File: src/rtl/seq1011_fsm_if.sv
// seq1011_fsm_if: serial bit stream in, detect flag/state/match count out
interface seq1011_fsm_if #(parameter int COUNT_W = 4);
  logic en;
  logic X;
  logic Z;
  logic [2:0] state;
  logic [COUNT_W-1:0] count;
  modport master(output en, X, input Z, state, count);
  modport slave(input en, X, output Z, state, count);
endinterface

File: src/rtl/seq1011_fsm.sv
// seq1011_fsm: Moore detector for overlapping 1011 on X with saturating match count
module seq1011_fsm #(
  parameter int COUNT_W = 4
) (
  input logic clk,
  input logic rst,
  seq1011_fsm_if.slave bus
);
  typedef enum logic [2:0] {S0 = 3'd0, S1 = 3'd1, S2 = 3'd2, S3 = 3'd3, S4 = 3'd4} state_t;
  logic [2:0] state_q, state_d;
  logic [COUNT_W-1:0] count_q, count_d;
  always_comb begin
    state_d = state_q;
    count_d = count_q;
    if (state_q > S4) state_d = S0;
    else if (bus.en) begin
      case (state_q)
        S0: state_d = bus.X ? S1 : S0;
        S1: state_d = bus.X ? S1 : S2;
        S2: state_d = bus.X ? S3 : S0;
        S3: state_d = bus.X ? S4 : S2;
        default: state_d = bus.X ? S1 : S2;
      endcase
      count_d = (state_d == S4 && count_q != '1) ? count_q + 1'b1 : count_q;
    end
  end
  always_ff @(posedge clk) begin
    if (rst) begin
      state_q <= S0;
      count_q <= '0;
    end else begin
      state_q <= state_d;
      count_q <= count_d;
    end
  end
  assign bus.Z = (state_q == S4);
  assign bus.state = state_q;
  assign bus.count = count_q;
endmodule

File: src/flat_wrapper.sv
// flat-port wrapper written by rule: the top's interface ports become plain ports
module seq1011_fsm_flat 
#(
  parameter int COUNT_W = 4
)
  (clk, rst, bus_en, bus_X, bus_Z, bus_state, bus_count);
  seq1011_fsm_if #(.COUNT_W(COUNT_W)) bus_i ();
  input logic clk;
  input logic rst;
  input wire logic [$bits(bus_i.en)-1:0] bus_en;
  input wire logic [$bits(bus_i.X)-1:0] bus_X;
  output wire logic [$bits(bus_i.Z)-1:0] bus_Z;
  output wire logic [$bits(bus_i.state)-1:0] bus_state;
  output wire logic [$bits(bus_i.count)-1:0] bus_count;
  assign bus_i.en = bus_en;
  assign bus_i.X = bus_X;
  assign bus_Z = bus_i.Z;
  assign bus_state = bus_i.state;
  assign bus_count = bus_i.count;
  seq1011_fsm #(.COUNT_W(COUNT_W)) u_core (.clk(clk), .rst(rst), .bus(bus_i));
endmodule
File: config.mk
export PLATFORM = sky130hd
export DESIGN_NAME = seq1011_fsm_flat
export DESIGN_NICKNAME = d
export VERILOG_FILES = /design/src/rtl/seq1011_fsm_if.sv /design/src/rtl/seq1011_fsm.sv /design/src/flat_wrapper.sv
export SDC_FILE = /design/constraint.sdc
export NUM_CORES = 1
export LEC_CHECK = 0
export ABC_AREA = 1
export BUFFER_PORTS_ARGS = -buffer_cell sky130_fd_sc_hd__buf_2
export CAP_MARGIN = 10
export CORE_AREA = 2 2 39 41
export CTS_CLUSTER_SIZE = 12
export DETAILED_ROUTE_END_ITERATION = 7
export DIE_AREA = 0 0 41 43
export GPL_TIMING_DRIVEN = 1
export PLACE_DENSITY = 0.46
export SLEW_MARGIN = 20
export SYNTH_ARGS = -nofsm -noshare
export SYNTH_HDL_FRONTEND = slang
export SYNTH_SLANG_ARGS = --single-unit
File: constraint.sdc
create_clock -name clk -period 1.2 [get_ports clk]
set_clock_uncertainty 0.05 [all_clocks]
set_input_delay 0.24 -clock clk [delete_from_list [all_inputs] [get_ports clk]]
set_output_delay 0.24 -clock clk [all_outputs]
set_load 0.1 [all_outputs]
# After elaboration in Yosys (flattened, before gate mapping)

Index checks and enable logic that the tools add are counted.

Register bits after elaboration: 7
Word-level logic and storage cells: 21

Equality and inequality tests: 5
Bitwise logic cells: 1
Reductions and logical operators: 4
Mux-type cells: 7
$add $sub $neg: 1
$lt $le $gt $ge: 1

Operators with widths:

| operator                                             | number |
|---|---|
| 2-to-1 mux 3 bit                                     | 3 |
| case mux 3 bit (3 select lines)                      | 1 |
| equality test 3 x 2 -> 1 bit, second input constant  | 2 |
| equality test 3 bit, second input constant           | 2 |
| adder 4 x 1 -> 4 bit, second input constant          | 1 |
| 2-to-1 mux 2 bit                                     | 2 |
| != test 4 bit, second input constant                 | 1 |
| greater-than comparator 3 bit, second input constant | 1 |
| logical NOT 3 bit                                    | 1 |
| AND reduction 3 bit                                  | 1 |
| OR reduction 2 bit                                   | 1 |
| logical AND 1 bit                                    | 1 |
| 2-to-1 mux 1 bit                                     | 1 |
| inverter 1 bit                                       | 1 |

# Depth between registers and ports, before layout

Gate-level depths: netlist (run 1).

Depth after elaboration: 7
Mapped depth: 6
Gate-level depth less buffers: 6

# Worst setup path before layout (run 1)

OpenSTA, ideal clock, no wires.

Path kind: flip-flop to output port
From: register u_core.state_q[2] (netlist: u_core.bus.state[2])
To: output bus_Z
Path slack: -2.440 ns
Stages on the path, launching flop included: 2
Data required time: 0.910 ns
Arrival time: 3.350 ns
Cells stage by stage: dfxtp_1 -> nor3b_1

Longest elaborated chain between the ends: 1

RTL lines:

| what                   | line               | source |
|---|---|---|
| start, declared        | seq1011_fsm.sv:10  | `logic [2:0] state_q, state_d;` |
| start signal, assigned | seq1011_fsm.sv:32  | `state_q <= state_d;` |
| equality test 3 bit    | seq1011_fsm.sv:36  | `assign bus.Z = (state_q == S4);` |
| end, declared          | flat_wrapper.sv:12 | `output wire logic [$bits(bus_i.Z)-1:0] bus_Z;` |

No other way between the ends.

# Worst setup path in the final report (run 1)

From: register u_core.state_q[0] (netlist: u_core.bus.state[0])
To: output bus_Z

The elaborated chain is that of the path after synthesis.

==> run metrics, run 1 <==
HP Class=input port to flip-flop; Max Slew Vio Count=0; Chip Width=41 um; drt wl/cell=10.2 um; final hold vios=0; worst-margin pin slew=190 ps; Bufs on Longest Clock Path=2; Post-Synth XOR/XNOR Area=0.0235; Total Routing Usage GR=0.139; share of layout cells above drive strength 1=0.507; Max Freq=764 MHz; Pwr Total=0.000501 W; Post-Syn Area=373 um2; Nets=75; fin area=689 um2; Startpoint Class=flip-flop; first-pass GRT wire length=1650 um; flops & latches, synth=7; initial antenna violation count=0; yosys warns=0; number of antenna diodes=0; Routability Congestion=0.756; largest net degree at the start of global routing=7; combinational family with the most area after synthesis=simple AND/OR/NAND/NOR gates; syn nets=56; Area Growth Syn to Fin=84.9%; status=finished with violations; row cnt=14; sequential share of the synthesized area=0.376; RSZ-0062 raised after global routing=yes; endpoint class of the critical path=primary output; max_slew headroom=0.872; post-layout util=0.498; Pre-Repair DR Iteration Count=4; Pleak=0.275 nW; dpl ws=86.5 ps; PwrDens=727 nW/um2; fill count=138; Simple-Gate Fraction of Synth Area=0.356; Initial Util=0.269; Hold Buf Count CTS=0; Netlist cell types=17; final wirelength=871 um; Tcrit/Tclk final=1.09; DR vias/cell=4.58; Max VDD drop=449 uV; vias=389; kind of critical path=flip-flop to primary output; Post-Syn Instances=51; critical path required time=910 ps; PnR worst setup slack=-109 ps; DRT antenna net count=0; dpl cell area=633 um2; Ports=12; Setup Viol. Count Final=3; minimum clock period=1310 ps; clock slew at reported path FFs=60 ps; CTS tree=yes; CORE AREA=1380 um2; DRC=0; mux cell area share after synthesis=0; die area=1760 um2; worst skew pair latency=250 ps; # Max-Cap Violations=0; CTS sink cnt=7; IO Port Bufs=11; cell count after placement=78; Synth Area in Compound Gates=0.151; CTS Buf Count=3; Final Non-Filler Cells=85; WP data arrival=1020 ps; crit-path max FO=2; Syn Area/Cell=7.31 um2; Synth Area in Adders=0.0336; global route overflow=0; CTS H-tree depth=1; failing checks=negative setup slack; Die Ht=43 um; Root Driver=clkbuf_4; vias in the first global route=401; Detail Placement HPWL=629 um; Initial DRC Count=3
## stage by stage
| stage | hold WS, ps | TNS, ps |
|---|---|---|
| 3_3_place_gp | 424 | 0 |
| 6_report | 159 | -138 |
| 4_1_cts | 148 | -154 |
| 3_5_place_dp | 413 | 0 |
| 2_1_floorplan | 249 | -607 |
| 5_1_grt | 149 | -494 |
## critical path: stages, from the launching register on
cell     delay, ps
dfxtp_4        350
nor3b_4        220
buf_12         200
## power breakdown
| part | switching [W] | leakage (nW) | internal, W | total (W) |
|---|---|---|---|---|
| Sequential | 0.00000301 | 0.0621 | 0.000221 | 0.000224 |
| Clock | 0.0000869 | 0.0150 | 0.000127 | 0.000214 |
| Combinational | 0.0000403 | 0.197 | 0.0000225 | 0.0000627 |
## synthesized netlist by cell type
cell,instances,share of area
a21oi_1,6,0.081
a21oi_2,1,0.023
dfxtp_1,7,0.38
ha_1,1,0.034
inv_1,5,0.050
inv_2,1,0.010
nand2_1,14,0.14
nand2_2,2,0.034
nand3_1,3,0.040
nand4_1,1,0.017
nor2_1,1,0.010
nor2_4,2,0.060
nor3b_1,1,0.020
o211ai_1,1,0.020
o21ai_0,2,0.027
or2_0,2,0.034
xor2_1,1,0.023
## layer usage
| metal | routed length [um] | vias to the layer above | track usage | share of wire |
|---|---|---|---|---|
| li1 | - | 204 | - | - |
| met1 | 428 | 174 | 0.197 | 0.49 |
| met2 | 396 | 9 | 0.175 | 0.45 |
| met3 | 37 | 2 | 0.0314 | 0.042 |
| met4 | 9 | 0 | 0.100 | 0.010 |
| met5 | 0 | - | 0 | 0 |
## placed cells by master, fill, tap and decap left out, types with 2 or more instances in the layout
| cell type | netlist | routed |
|---|---|---|
| nand2_1 | 14 | 14 |
| buf_12 | 0 | 8 |
| dfxtp_4 | 0 | 7 |
| a21oi_1 | 6 | 6 |
| inv_1 | 5 | 4 |
| clkbuf_4 | 0 | 3 |
| buf_2 | 0 | 3 |
| inv_2 | 1 | 2 |
| or2_0 | 2 | 2 |
| nand3_2 | 0 | 2 |
| nor2_4 | 2 | 2 |
| buf_6 | 0 | 2 |
## final timing paths
| check | slack [ps] | end | cells after the start | from |
|---|---|---|---|---|
| worst max-delay path | -110 | bus_Z | 2 | u_core.bus.state[0]$_SDFFE_PP0P_ |
| worst max register to register | 10 | u_core.bus.count[3]$_SDFFE_PP0P_ | 7 | u_core.bus.state[0]$_SDFFE_PP0P_ |
| worst min register to register | 470 | u_core.bus.count[3]$_SDFFE_PP0P_ | 2 | u_core.bus.count[3]$_SDFFE_PP0P_ |
| worst min-delay path | 160 | u_core.bus.count[0]$_SDFFE_PP0P_ | 2 | rst |
## what timing repair did
| action | in CTS | in global routing |
|---|---|---|
| pin swaps | 1 | 0 |
| resized for setup | 2 | 1 |
| buffers inserted | 3 | 0 |
| endpoints found under the setup margin | 1 | 9 |
## registers in the layout, indices dropped and copies added, names as in the netlist
signal	flops
u_core.bus.count	4
u_core.bus.state	3
## cells by family after synthesis
| group | Yosys count |
|---|---|
| and+or+nand+nor | 26 |
| buffers and inverters | 6 |
| adders and majority gates | 1 |
| DFF | 7 |
| AOI/OAI and AO/OA | 10 |
| xor gates and xnor gates | 1 |
## area by class of cell
cell class                 count  area (um2)  share of cell area
multi-input combinational     38         249               0.361
tap                           16        20.0              0.0290
clock buffer                   4        26.3              0.0381
inverter                       6        22.5              0.0327
sequential                     7         166               0.241
timing repair buffer          14         205               0.298
(Power assumes the default switching activity.)
==> run 2, diff against run 1 <==
ABC_AREA = not set   (was 1)
CORE_AREA = not set   (was 2 2 39 41)
CORE_MARGIN = 1   (was not set)
CORE_UTILIZATION = 30   (was not set)
DIE_AREA = not set   (was 0 0 41 43)
PLACE_DENSITY = 0.48   (was 0.46)
RECOVER_POWER = 50   (was not set)
==> run 2 against run 1 <==
Worst hold slack improved by 53 ps. Final area rose by 17%. Register-to-register slack got worse by 180 ps. Area after synthesis rose by 7.7%. Sequential power rose by 4%. Global-route usage rose by 5.6 points. The run still ends with negative setup slack left. Cell count fell by 1.2%. Combinational power rose by 12%. Routed wire length rose by 29%. Critical endpoint unchanged. Count of clock-buffer cells in the layout did not move. First-iteration DRC count rose by 33%. Largest cell class is now non-clock buffers. Sequential share of layout area fell by 3.8 points.
==> run metrics, run 2 <==
Hold Buf Count CTS=0 (unchanged); most frequent cells in the layout=buf_12, buf_6, buf_4, dfxtp_4; PwrDens=640 nW/um2 (-12%); CTS sink cnt=7 (unchanged); syn nets=48 (-14%); largest net degree at the start of global routing=12 (+5); Max VDD drop=488 uV (+8.6%); reg2reg end=u_core.bus.state[0]$_SDFFE_PP0P_; clock slew at reported path FFs=50 ps (about the same); Area Growth Syn to Fin=101%; Startpoint Class=flip-flop; Worst Hold Depth=2 (unchanged); first-pass GRT wire length=1870 um (+13%); CTS tree=yes; critical path required time=910 ps (about the same); cell count after placement=74 (-5.1%); dpl ws=-78.6 ps (-165 ps); minimum clock period=1440 ps (+127 ps); Bufs on Longest Clock Path=2 (unchanged); row cnt=12 (-2); Initial DRC Count=4 (+1); Chip Width=38.6 um (-5.9%); Synth top area share=0.349 (-0.0269); HP Class=input port to flip-flop; largest area contributor in the netlist=dfxtp_1; Pwr Total=0.000516 W (+3.0%); Netlist cell types=26 (+9); CORE AREA=1170 um2 (-15%); vias in the first global route=403 (+0.50%); Syn Area/Cell=9.34 um2 (+28%); number of antenna diodes=0 (unchanged); Synth Area in Compound Gates=0.150 (-0.00147); reg2reg setup slack=-170 ps (-180 ps); Primary FF master, synth=dfxtp_1; top cells by area, synth=dfxtp_1, nor2b_1, a311oi_1; combinational family with the most area after synthesis=simple AND/OR/NAND/NOR gates; mux cell area share after synthesis=0.0623 (+0.0623); max_slew headroom=0.861 (-0.0112); DRC=0 (unchanged); WP data arrival=1150 ps (+130 ps); # Max-Cap Violations=0 (unchanged); Post-Syn Instances=43 (-16%); Post-Syn Area=402 um2 (+7.7%); Worst Hold Slack=212 ps (+52.8 ps); initial antenna violation count=0 (unchanged); global route overflow=0 (unchanged); TNS Setup=-755 ps (-617 ps); die area=1490 um2 (-16%); sequential share of the synthesized area=0.349 (-0.0269); worst-margin pin slew=208 ps (+17.4 ps); Die Ht=38.6 um (-10%); worst r2r src=u_core.bus.state[1]$_SDFFE_PP0P_; Setup Viol. Count Final=7 (+4); Simple-Gate Fraction of Synth Area=0.324 (-0.0317); fill count=86 (-38%); final wirelength=1120 um (+29%); worst skew pair latency=250 ps (about the same); Tcrit/Tclk final=1.20 (+0.106); Worst Min Path Start=rst; failing checks=negative setup slack; IO Port Bufs=11 (unchanged); kind of critical path=flip-flop to primary output; Ports=12 (unchanged); Pleak=0.338 nW (+23%); vias=404 (+3.9%); max FFs per register=4 (unchanged); Final Non-Filler Cells=84 (-1.2%); Root Driver=clkbuf_4; ys async rst share=0 (unchanged); RSZ-0062 raised after global routing=yes; Routability Congestion=0.836 (+11%); Synth Area in Adders=0.0561 (+0.0225); final hold vios=0 (unchanged); Initial Util=0.343 (+0.0735); R2R depth=6 (-1); Detail Placement HPWL=761 um (+21%); CTS Buf Count=3 (unchanged); top post-synthesis cells by count=dfxtp_1, nor2_1, nor2b_1; share of layout cells above drive strength 1=0.643 (+0.136); Hold Path End=u_core.bus.state[1]$_SDFFE_PP0P_; Pre-Repair DR Iteration Count=2 (-2); cell with the most instances after synthesis=dfxtp_1; Nets=76 (+1.3%); drt wl/cell=13.3 um (+30%); EDFF count, synth=0 (unchanged); CTS H-tree depth=1 (unchanged); Post-Synth XOR/XNOR Area=0 (-0.0235); DRT antenna net count=0 (unchanged); status=finished with violations; Max Freq=696 MHz (-8.9%); endpoint class of the critical path=primary output; Total Routing Usage GR=0.195 (+0.0560); flops & latches, synth=7 (unchanged); yosys warns=0 (unchanged); Max Slew Vio Count=0 (unchanged); PnR worst setup slack=-237 ps (-127 ps); DR vias/cell=4.81 (+5.1%); crit-path max FO=2 (unchanged)
## run 2: changes by cell type after synthesis, moves of 3 or more
cell     before  now
inv_1         5    1
nand2_1      14    1
nor2b_1       0    4
a21oi_1       6    2
nor2_1        1    4
## run 2: power by group
group	switching (W)	total (W)	internal (W)	leakage (nW)
logic	0.0000382	0.0000700	0.0000319	0.261
registers	0.00000830	0.000232	0.000224	0.0618
clock network	0.0000866	0.000213	0.000127	0.0150
## run 2: kinds of logic (layout without fill, tap and decap cells)
logic type | after synthesis | in the layout
fa+ha+maj | 2 | 2
simple gates | 19 | 19
flops | 7 | 7
buf+inv | 4 | 31
compound gates | 9 | 9
mux | 2 | 2
## run 2: cell type report
type	instances	area (um2)	share of cell area
clock buffer	4	26.3	0.0326
inverter	1	3.75	0.00466
multi-input combinational	32	269	0.334
sequential	7	164	0.203
tap	14	17.5	0.0217
timing repair buffer	26	325	0.404
## run 2: repair_timing
| item | CTS | global route |
|---|---|---|
| buffers inserted | 3 | 4 |
| resized for setup | 9 | 7 |
| setup endpoints to repair | 5 | 9 |
| pin swaps | 3 | 6 |
## run 2: worst max-delay path by stage
stage                                           startpoint                                to  slack (ps)
after CTS                 u_core.bus.state[1]$_SDFFE_PP0P_                             bus_Z        -250
after detailed placement  u_core.bus.count[0]$_SDFFE_PP0P_  u_core.bus.count[0]$_SDFFE_PP0P_         -80
after floorplan           u_core.bus.state[2]$_SDFFE_PP0P_  u_core.bus.state[2]$_SDFFE_PP0P_        -720
after global routing      u_core.bus.state[1]$_SDFFE_PP0P_                             bus_Z        -290
final                     u_core.bus.state[1]$_SDFFE_PP0P_                             bus_Z        -240
after global placement    u_core.bus.count[0]$_SDFFE_PP0P_  u_core.bus.count[0]$_SDFFE_PP0P_         -60
## run 2: per-layer routing
layer | vias to the layer above | share of wire | GRT usage
met2 | 6 | 0.50 | 0.317
li1 | 210 | - | -
met1 | 186 | 0.47 | 0.230
met5 | - | 0 | 0
met3 | 2 | 0.027 | 0.0694
met4 | 0 | 0.0054 | 0.0776
## run 2: worst max-delay path, stage by stage (launching register included)
cell and delay, ps:
dfxtp_4 350, buf_12 120, nor3b_4 220, buf_12 210
## run 2: per-stage QoR
stage | cell area (um2) | utilization
after floorplan | 438 | -
after detailed placement | 684 | 0.584
after global placement | 684 | 0.584
after CTS | 769 | 0.657
after global routing | 806 | 0.688
final | 806 | 0.688
